## src/rtl/inst_fetch_if.sv

```systemverilog
// inst_fetch_if: instruction memory, redirect and decode handshake bundle for inst_fetch_ctrl
interface inst_fetch_if;
  logic [29:0] mem_addr;
  logic [31:0] mem_data;
  logic        redirect_valid;
  logic [31:0] redirect_pc;
  logic        halt_req;
  logic        inst_valid;
  logic [31:0] inst;
  logic [31:0] inst_pc;
  logic        inst_ready;
  logic        fault;
  logic [31:0] fault_pc;
  modport master (
    output mem_addr, inst_valid, inst, inst_pc, fault, fault_pc,
    input  mem_data, redirect_valid, redirect_pc, halt_req, inst_ready
  );
  modport slave (
    input  mem_addr, inst_valid, inst, inst_pc, fault, fault_pc,
    output mem_data, redirect_valid, redirect_pc, halt_req, inst_ready
  );
endinterface

```

## src/rtl/inst_fetch_ctrl.sv

```systemverilog
// inst_fetch_ctrl: PC sequencer for word-addressed inst memory with 2-entry fetch buffer
module inst_fetch_ctrl #(
  parameter logic [31:0] RESET_PC = 32'h0040_0000,
  parameter logic [29:0] MEM_LO   = 30'h0010_0000,
  parameter logic [29:0] MEM_HI   = 30'h0010_0100
) (
  input logic          clk,
  input logic          rst_n,
  inst_fetch_if.master bus
);
  typedef enum logic [1:0] {RUN, HALT, FAULT} state_e;
  state_e      state_q, state_d;
  logic [31:0] pc_q, pc_d, fault_pc_q, fault_pc_d;
  logic        fault_q, fault_d;
  logic [1:0]  count_q, count_d, slot;
  logic [63:0] e0_q, e0_d, e1_q, e1_d, word;
  logic        pc_ok, rd_ok, pop, fe, set_fault;

  function automatic logic legal(input logic [31:0] a);
    return a[1:0] == 2'b00 && a[31:2] >= MEM_LO && a[31:2] <= MEM_HI;
  endfunction

  assign pc_ok = legal(pc_q);
  assign rd_ok = legal(bus.redirect_pc);
  assign pop   = bus.inst_valid & bus.inst_ready;

  always_ff @(posedge clk)
    if (!rst_n) state_q <= RUN;
    else state_q <= state_d;

  // an illegal redirect out of FAULT stays there; the flag re-raises on the new pc
  always_comb
    state_d = bus.redirect_valid ? ((rd_ok || state_q != FAULT) ? RUN : FAULT)
            : state_q == RUN     ? (!pc_ok ? FAULT : bus.halt_req ? HALT : RUN)
            : state_q == HALT    ? (bus.halt_req ? HALT : RUN)
            : FAULT;

  always_comb begin
    fe        = state_q == RUN && !bus.halt_req && !bus.redirect_valid && pc_ok &&
                (count_q != 2'd2 || pop);
    set_fault = !bus.redirect_valid && !pc_ok && state_q != HALT && !fault_q;
  end

  // slot is where a push lands once this cycle's pop has shifted the queue
  always_comb begin
    word       = {pc_q, bus.mem_data};
    slot       = count_q - {1'b0, pop};
    pc_d       = bus.redirect_valid ? bus.redirect_pc : fe ? pc_q + 32'd4 : pc_q;
    count_d    = bus.redirect_valid ? 2'd0 : count_q + {1'b0, fe} - {1'b0, pop};
    e0_d       = (pop && count_q == 2'd2) ? e1_q : (fe && slot == 2'd0) ? word : e0_q;
    e1_d       = (fe && slot == 2'd1) ? word : e1_q;
    fault_d    = bus.redirect_valid ? 1'b0 : fault_q | set_fault;
    fault_pc_d = set_fault ? pc_q : fault_pc_q;
  end

  always_ff @(posedge clk)
    if (!rst_n) begin
      pc_q       <= RESET_PC;
      count_q    <= 2'd0;
      e0_q       <= 64'd0;
      e1_q       <= 64'd0;
      fault_q    <= 1'b0;
      fault_pc_q <= 32'd0;
    end else begin
      pc_q       <= pc_d;
      count_q    <= count_d;
      e0_q       <= e0_d;
      e1_q       <= e1_d;
      fault_q    <= fault_d;
      fault_pc_q <= fault_pc_d;
    end

  assign bus.mem_addr   = pc_q[31:2];
  assign bus.inst_valid = count_q != 2'd0;
  assign bus.inst       = e0_q[31:0];
  assign bus.inst_pc    = e0_q[63:32];
  assign bus.fault      = fault_q;
  assign bus.fault_pc   = fault_pc_q;
endmodule

```

## src/flat_wrapper.sv

```systemverilog
// flat-port wrapper written by rule: the top's interface ports become plain ports
module inst_fetch_ctrl_flat 
#(
  parameter logic [31:0] RESET_PC = 32'h0040_0000,
  parameter logic [29:0] MEM_LO   = 30'h0010_0000,
  parameter logic [29:0] MEM_HI   = 30'h0010_0100
)
  (clk, rst_n, bus_mem_addr, bus_inst_valid, bus_inst, bus_inst_pc, bus_fault, bus_fault_pc, bus_mem_data, bus_redirect_valid, bus_redirect_pc, bus_halt_req, bus_inst_ready);
  inst_fetch_if bus_i ();
  input logic clk;
  input logic rst_n;
  output wire logic [$bits(bus_i.mem_addr)-1:0] bus_mem_addr;
  output wire logic [$bits(bus_i.inst_valid)-1:0] bus_inst_valid;
  output wire logic [$bits(bus_i.inst)-1:0] bus_inst;
  output wire logic [$bits(bus_i.inst_pc)-1:0] bus_inst_pc;
  output wire logic [$bits(bus_i.fault)-1:0] bus_fault;
  output wire logic [$bits(bus_i.fault_pc)-1:0] bus_fault_pc;
  input wire logic [$bits(bus_i.mem_data)-1:0] bus_mem_data;
  input wire logic [$bits(bus_i.redirect_valid)-1:0] bus_redirect_valid;
  input wire logic [$bits(bus_i.redirect_pc)-1:0] bus_redirect_pc;
  input wire logic [$bits(bus_i.halt_req)-1:0] bus_halt_req;
  input wire logic [$bits(bus_i.inst_ready)-1:0] bus_inst_ready;
  assign bus_mem_addr = bus_i.mem_addr;
  assign bus_inst_valid = bus_i.inst_valid;
  assign bus_inst = bus_i.inst;
  assign bus_inst_pc = bus_i.inst_pc;
  assign bus_fault = bus_i.fault;
  assign bus_fault_pc = bus_i.fault_pc;
  assign bus_i.mem_data = bus_mem_data;
  assign bus_i.redirect_valid = bus_redirect_valid;
  assign bus_i.redirect_pc = bus_redirect_pc;
  assign bus_i.halt_req = bus_halt_req;
  assign bus_i.inst_ready = bus_inst_ready;
  inst_fetch_ctrl #(.RESET_PC(RESET_PC), .MEM_LO(MEM_LO), .MEM_HI(MEM_HI)) u_core (.clk(clk), .rst_n(rst_n), .bus(bus_i));
endmodule
```

## config.mk

```make
export PLATFORM = sky130hd
export DESIGN_NAME = inst_fetch_ctrl_flat
export DESIGN_NICKNAME = d
export VERILOG_FILES = /design/src/rtl/inst_fetch_if.sv /design/src/rtl/inst_fetch_ctrl.sv /design/src/flat_wrapper.sv
export SDC_FILE = /design/constraint.sdc
export NUM_CORES = 1
export LEC_CHECK = 0
export ABC_AREA = 1
export CAP_MARGIN = 40
export CORE_UTILIZATION = 45
export DETAILED_ROUTE_END_ITERATION = 8
export PLACE_DENSITY = 0.73
export SLEW_MARGIN = 20
export SYNTH_ARGS = -nofsm -noshare
export SYNTH_HDL_FRONTEND = slang
export SYNTH_SLANG_ARGS = --single-unit
```

## constraint.sdc

```tcl
create_clock -name clk -period 3.7 [get_ports clk]
set_input_delay 0.555 -clock clk [delete_from_list [all_inputs] [get_ports clk]]
set_output_delay 0.555 -clock clk [all_outputs]
set_load 0.005 [all_outputs]
```

# [After elaboration in Yosys (flattened, before gate mapping)]
# Index checks and enable logic that the tools add are counted.
[classes] addsub=4 reduce_logical=28 bitwise_logic=3 order_cmp=4 n_eq_ne=6 n_mux=10
[ops] op="2-to-1 mux 64 bit" n=2
[ops] op="2-to-1 mux 32 bit" n=2
[ops] op=">= comparator 30 x 21 -> 1 bit, second input constant" n=2
[ops] op="<= comparator 30 x 21 -> 1 bit, second input constant" n=2
[ops] op="adder 32 x 3 -> 32 bit, second input constant" n=1
[ops] op="logical AND 1 bit" n=14
[ops] op="2-to-1 mux 2 bit" n=5
[ops] op="zero test 2 bit" n=4
[ops] op="nonzero test 2 bit" n=3
[ops] op="== test 2 x 1 -> 1 bit, second input constant" n=2
[ops] op="zero test 1 bit" n=4
[ops] op="inequality test 2 bit, second input constant" n=2
[ops] op="subtractor 2 x 1 -> 2 bit" n=2
[ops] op="adder 2 x 1 -> 2 bit" n=1
[ops] op="== test 2 bit, second input constant" n=1
[ops] op="logical OR 1 bit" n=2
[ops] op="inequality test 2 x 1 -> 1 bit, second input constant" n=1
[ops] op="OR reduction 2 bit" n=1
[ops] op="bitwise AND 1 bit" n=1
[ops] op="2-to-1 mux 1 bit" n=1
[ops] op="inverter 1 bit" n=1
[ops] op="bitwise OR 1 bit" n=1
[totals] register_bits=197 output_inout_bits=128 input_bits=69

# [Longest topological paths before layout]
[depth] word_depth=8 mapped_depth=13 ltp_nobuf=12

# [Least setup slack after synthesis]
# No wires, ideal clock.
[synth_path] path_type="input -> register" from="in bus_inst_ready" to="reg u_core.e1_q[34]" stages=10 n_path_buf=2 t_arrival_ps=1800 path_slack_ps=1836 setup_ps=64 required_time_ps=3636 cell_sequence="inv_1 a21oi_1 ha_1 xor2_1 nor2_1 nand4_2 buf_2 buf_2 nor2_1 nor2_1"
[synth_via] elab_chain_cells=4 elab_cells_between_ends=6 classes_between="add/sub (1); eq/ne (1); bitwise (1); reduce/logical (3)"
[synth_rtl] element="start: declaration" line_no="flat_wrapper.sv:22" source="input wire logic [$bits(bus_i.inst_ready)-1:0] bus_inst_ready;"
[synth_rtl] element="bitwise AND 1 bit *" line_no="inst_fetch_ctrl.sv:25" source="assign pop = bus.inst_valid & bus.inst_ready;"
[synth_rtl] element="subtractor 2 x 1 -> 2 bit / logical OR 1 bit (equally long branches)" line_no="inst_fetch_ctrl.sv:47, inst_fetch_ctrl.sv:40"
[synth_rtl] element="== test 2 x 1 -> 1 bit / logical AND 1 bit (equally long branches)" line_no="inst_fetch_ctrl.sv:51, inst_fetch_ctrl.sv:39"
[synth_rtl] element="logical AND 1 bit *" line_no="inst_fetch_ctrl.sv:51" source="e1_d = (fe && slot == 2'd1) ? word : e1_q;"
[synth_rtl] element="end signal: assignment" line_no="inst_fetch_ctrl.sv:61" source="e1_q <= 64'd0;"
[synth_rtl] element="end signal: assignment" line_no="inst_fetch_ctrl.sv:68" source="e1_q <= e1_d;"
[synth_rtl] element="end: declaration" line_no="inst_fetch_ctrl.sv:16" source="logic [63:0] e0_q, e0_d, e1_q, e1_d, word;"
# Every way passes the cells marked *; elsewhere a longest branch is shown, timed or not.
# A chain may end at the register's enable or synchronous reset.

# [Final worst setup path]
[layout_path] from="in bus_inst_ready" to="reg u_core.e1_q[4]"
# The elaborated chain is that of the path after synthesis.

==> impl_metrics.tcl <==
set metrics [dict create \
    start_util_pct 46.51 \
    fin_crit_sh_pct 66.31 \
    via_per_inst 4.932 \
    ys_ff_latch 197 \
    min_from "u_core.e1_q[54]" \
    setup_ws_ns 1.246 \
    cp.required_ns 4.02 \
    ys.flop_type "dfxtp_1" \
    cp_slowest_cell "clkdlybuf4s50_1" \
    synthCells 1372 \
    ys_seq_area_share_pct 42.87 \
    first_global_vias 7642 \
    finalPower_uw 4401 \
    status "finished, final reports clean" \
    worst_path_largest_cell_delay_ns 0.52 \
    holdPathEnd "u_core.e1_q[54]" \
    ir_drop_mv 0.3166 \
    drv_cap 0 \
    insertion_delay_ns 0.43 \
    cts_setup_buffers 0 \
    critical_path.startpoint "bus_inst_ready" \
    ctsResizeCount 0 \
    synth-edff-count 0 \
    grt_pass1_wl_um 39160 \
    post-route-drc-count 0 \
    worstRegToRegCells 9 \
    cts_buffers 17 \
    fin_skew_ns 0.01507 \
    drt-wirelength-per-cell_um 13.57 \
    setup_tns_ns 0 \
    path_class "in -> reg" \
    regToRegStartpoint "u_core.pc_q[24]" \
    core_area_um2 19780 \
    whs_path_depth 2 \
    cp_num_buf_inv 3 \
    crit_path_end_kind "flop" \
    yosys.cell_types.count 30 \
    cp-start-kind "input pin" \
    die_w_um 145.0 \
    drt_wl_total_um 23770 \
    slew_viol_final 0 \
    pre_cts_slack_ns 0.7901 \
    fmax_mhz 407.6 \
    leakagePower_uw 0.005280 \
    drt_iter0_markers 789 \
    worstPathArrival_ns 2.78 \
    cts.htree.levels 4 \
    n_antenna_cell 0 \
    synth.avg_cell_area_um2 6.706 \
    die-area_um2 21020 \
    clk_pin_slew_worst_paths_ns 0.08 \
    vias 8641 \
    tightest_slew_ns 0.8348 \
    dp_hpwl_um 15600 \
    fillers 1858 \
    async_flop_share_pct 0 \
    grt_max_degree 79 \
    synthesis.area_um2 9200 \
    clock_sinks 197 \
    critical-path-top-delay-family "buffers and inverters" \
    fin_crit_ns 2.454 \
    worstReg2RegEnd "u_core.pc_q[7]" \
    rsz0062_at_grt "no" \
    port_buffers 196 \
    maxSlewHeadroom_pct 44.35 \
    antenna_found_initial 0 \
    finalSetupViolCount 0 \
    final_hold_viol_count 0 \
    synthToLayoutAreaGrowth_pct 25.59 \
    nets 1547 \
    grt_use_total_pct 22.71 \
    hold_class "reg -> reg" \
    gp_congestion 0.8062 \
    io_pins 197 \
    clk_path_buf_depth 2 \
    crit_fanout 32 \
    chipHeight_um 145.0 \
    ff2ff_setup_slack_ns 1.36 \
    drive_above_1_share_pct 4.237 \
    drtPass1Iterations 5 \
    syn-num-nets 1445 \
    cts_hold_buf 0 \
    ys_warn_count 0 \
    grt-ovfl-total 0 \
    tritoncts "built" \
    crit_path_cell_trace "clkdlybuf4s50_1 -> inv_1 -> a21oi_1 -> ha_1 -> xor2_1 -> nor2_1 -> nand4_4 -> buf_4 -> nand2_1 -> nand2_1 -> nor2_1" \
    num_rows 51 \
    drtAntennaViolNets 0 \
    cts_root_buf "clkbuf_16" \
    power.density_nw_per_um2 380.9 \
]
layer usage:
layer  global-route usage [%]  up-vias  wire length, um
met1                    33.08     3839            11600
met3                    4.308       34             1714
li1                         -     4494                -
met2                    33.20      274             9981
met5                        0        -                0
met4                    7.819        0              474
worst reg2reg max path, cell delays in order (launching register included):
cell and delay (ns):
dfxtp_1 0.39, nor2_1 0.14, nand2_1 0.06, nor2_1 0.10
nand2_1 0.11, nor2_4 0.21, nand3_2 0.50, nand2_1 0.49
nand2_1 0.12, a21oi_1 0.15
flip-flops by register name (all words and copies together), names as in the netlist:
name	flops
u_core.bus.fault	1
u_core.bus.fault_pc	32
u_core.count_q	2
u_core.e0_q	64
u_core.e1_q	64
u_core.pc_q	32
u_core.state_q	2
stage by stage:
stage                     area [um2]  util [%]  instances  hold WS [ns]
after global routing           11550     58.41       1752        0.4653
after global placement         10970     55.48       1720        0.4418
final                          11550     58.41       1752        0.4533
after floorplan                 9200         -       1372        0.4308
after CTS                      11550     58.41       1752        0.4537
after detailed placement       10970     55.48       1720        0.4420
Yosys cell counts (2+ instances only):
cell        n  area (um2)
ha_1        4       50.05
buf_4      33       247.7
clkbuf_1   58       217.7
buf_6       9       101.4
inv_1     149       559.3
nor3_1      2       10.01
buf_1       6       22.52
nor4_1      5       31.28
xor2_1      4       35.03
o21bai_1    2       15.01
inv_2       2       7.510
nand2_2     2       12.51
nand4_1    37       231.5
a21oi_1   126       630.6
nand3_2     2       20.02
buf_2      24       120.1
clkinv_1    3       11.26
nor2_1    180       675.7
o21ai_0    60       300.3
nand3_1   123       615.6
dfxtp_1   197        3944
nand4_2     2       25.02
nand2_1   335        1257
final cells by class:
cell class / instances / area, um2 / share of cell area, %
clock inverter: 15 / 155.1 / 1.343
multi-input combinational: 891 / 3996 / 34.59
inverter: 154 / 578.1 / 5.003
sequential: 197 / 3944 / 34.13
tap: 265 / 331.6 / 2.870
timing repair buffer: 213 / 2125 / 18.39
clock buffer: 17 / 425.4 / 3.682
logic make-up (layout without fill, tap and decap cells):
group	count (synthesis)	in the layout	share of synthesized area, %
adder cells (fa/ha/maj)	4	4	0.5440
AO/OA/AOI/OAI	191	191	10.54
buffers and inverters	284	399	13.99
flip-flops	197	197	42.87
XOR/XNOR	5	5	0.4760
AND/OR/NAND/NOR	691	691	31.58
cell usage in the layout, fill, tap and decap left out, types with 2 or more instances in the layout:
cell type        synthesis  routed
a21oi_1                126     126
buf_12                   0       3
buf_4                   33      15
clkbuf_16                0      17
clkdlybuf4s50_1          0     195
clkinv_1                 3       3
clkinv_8                 0       2
clkinvlp_4               0       3
dfxtp_1                197     197
ha_1                     4       4
inv_1                  149     149
inv_2                    2       2
inv_6                    0       5
inv_8                    0       5
nand2_1                335     334
nand2_2                  2       2
nand3_1                123     123
nand3_2                  2       2
nand4_1                 37      37
nand4_4                  0       2
nor2_1                 180     179
nor3_1                   2       2
nor4_1                   5       5
o21ai_0                 60      60
o21bai_1                 2       2
xor2_1                   4       4
how the worst max path moves through the flow:
stage,to,slack (ns),cells after the start
detailed placement,u_core.e1_q[4],0.79,11
global placement,u_core.e1_q[3],0.88,10
finish,u_core.e1_q[4],1.25,11
floorplan,u_core.e1_q[34],1.84,10
CTS,u_core.e1_q[4],1.24,11
global route,u_core.e1_q[8],1.03,11
report_power, final:
part	switching, uW	leakage [uW]	internal (uW)
clock	917	0.000277	907
combinational	188	0.00341	183
sequential	49.9	0.00159	2160
total	1160	0.00528	3250
Power figures use the tool's default switching activity.
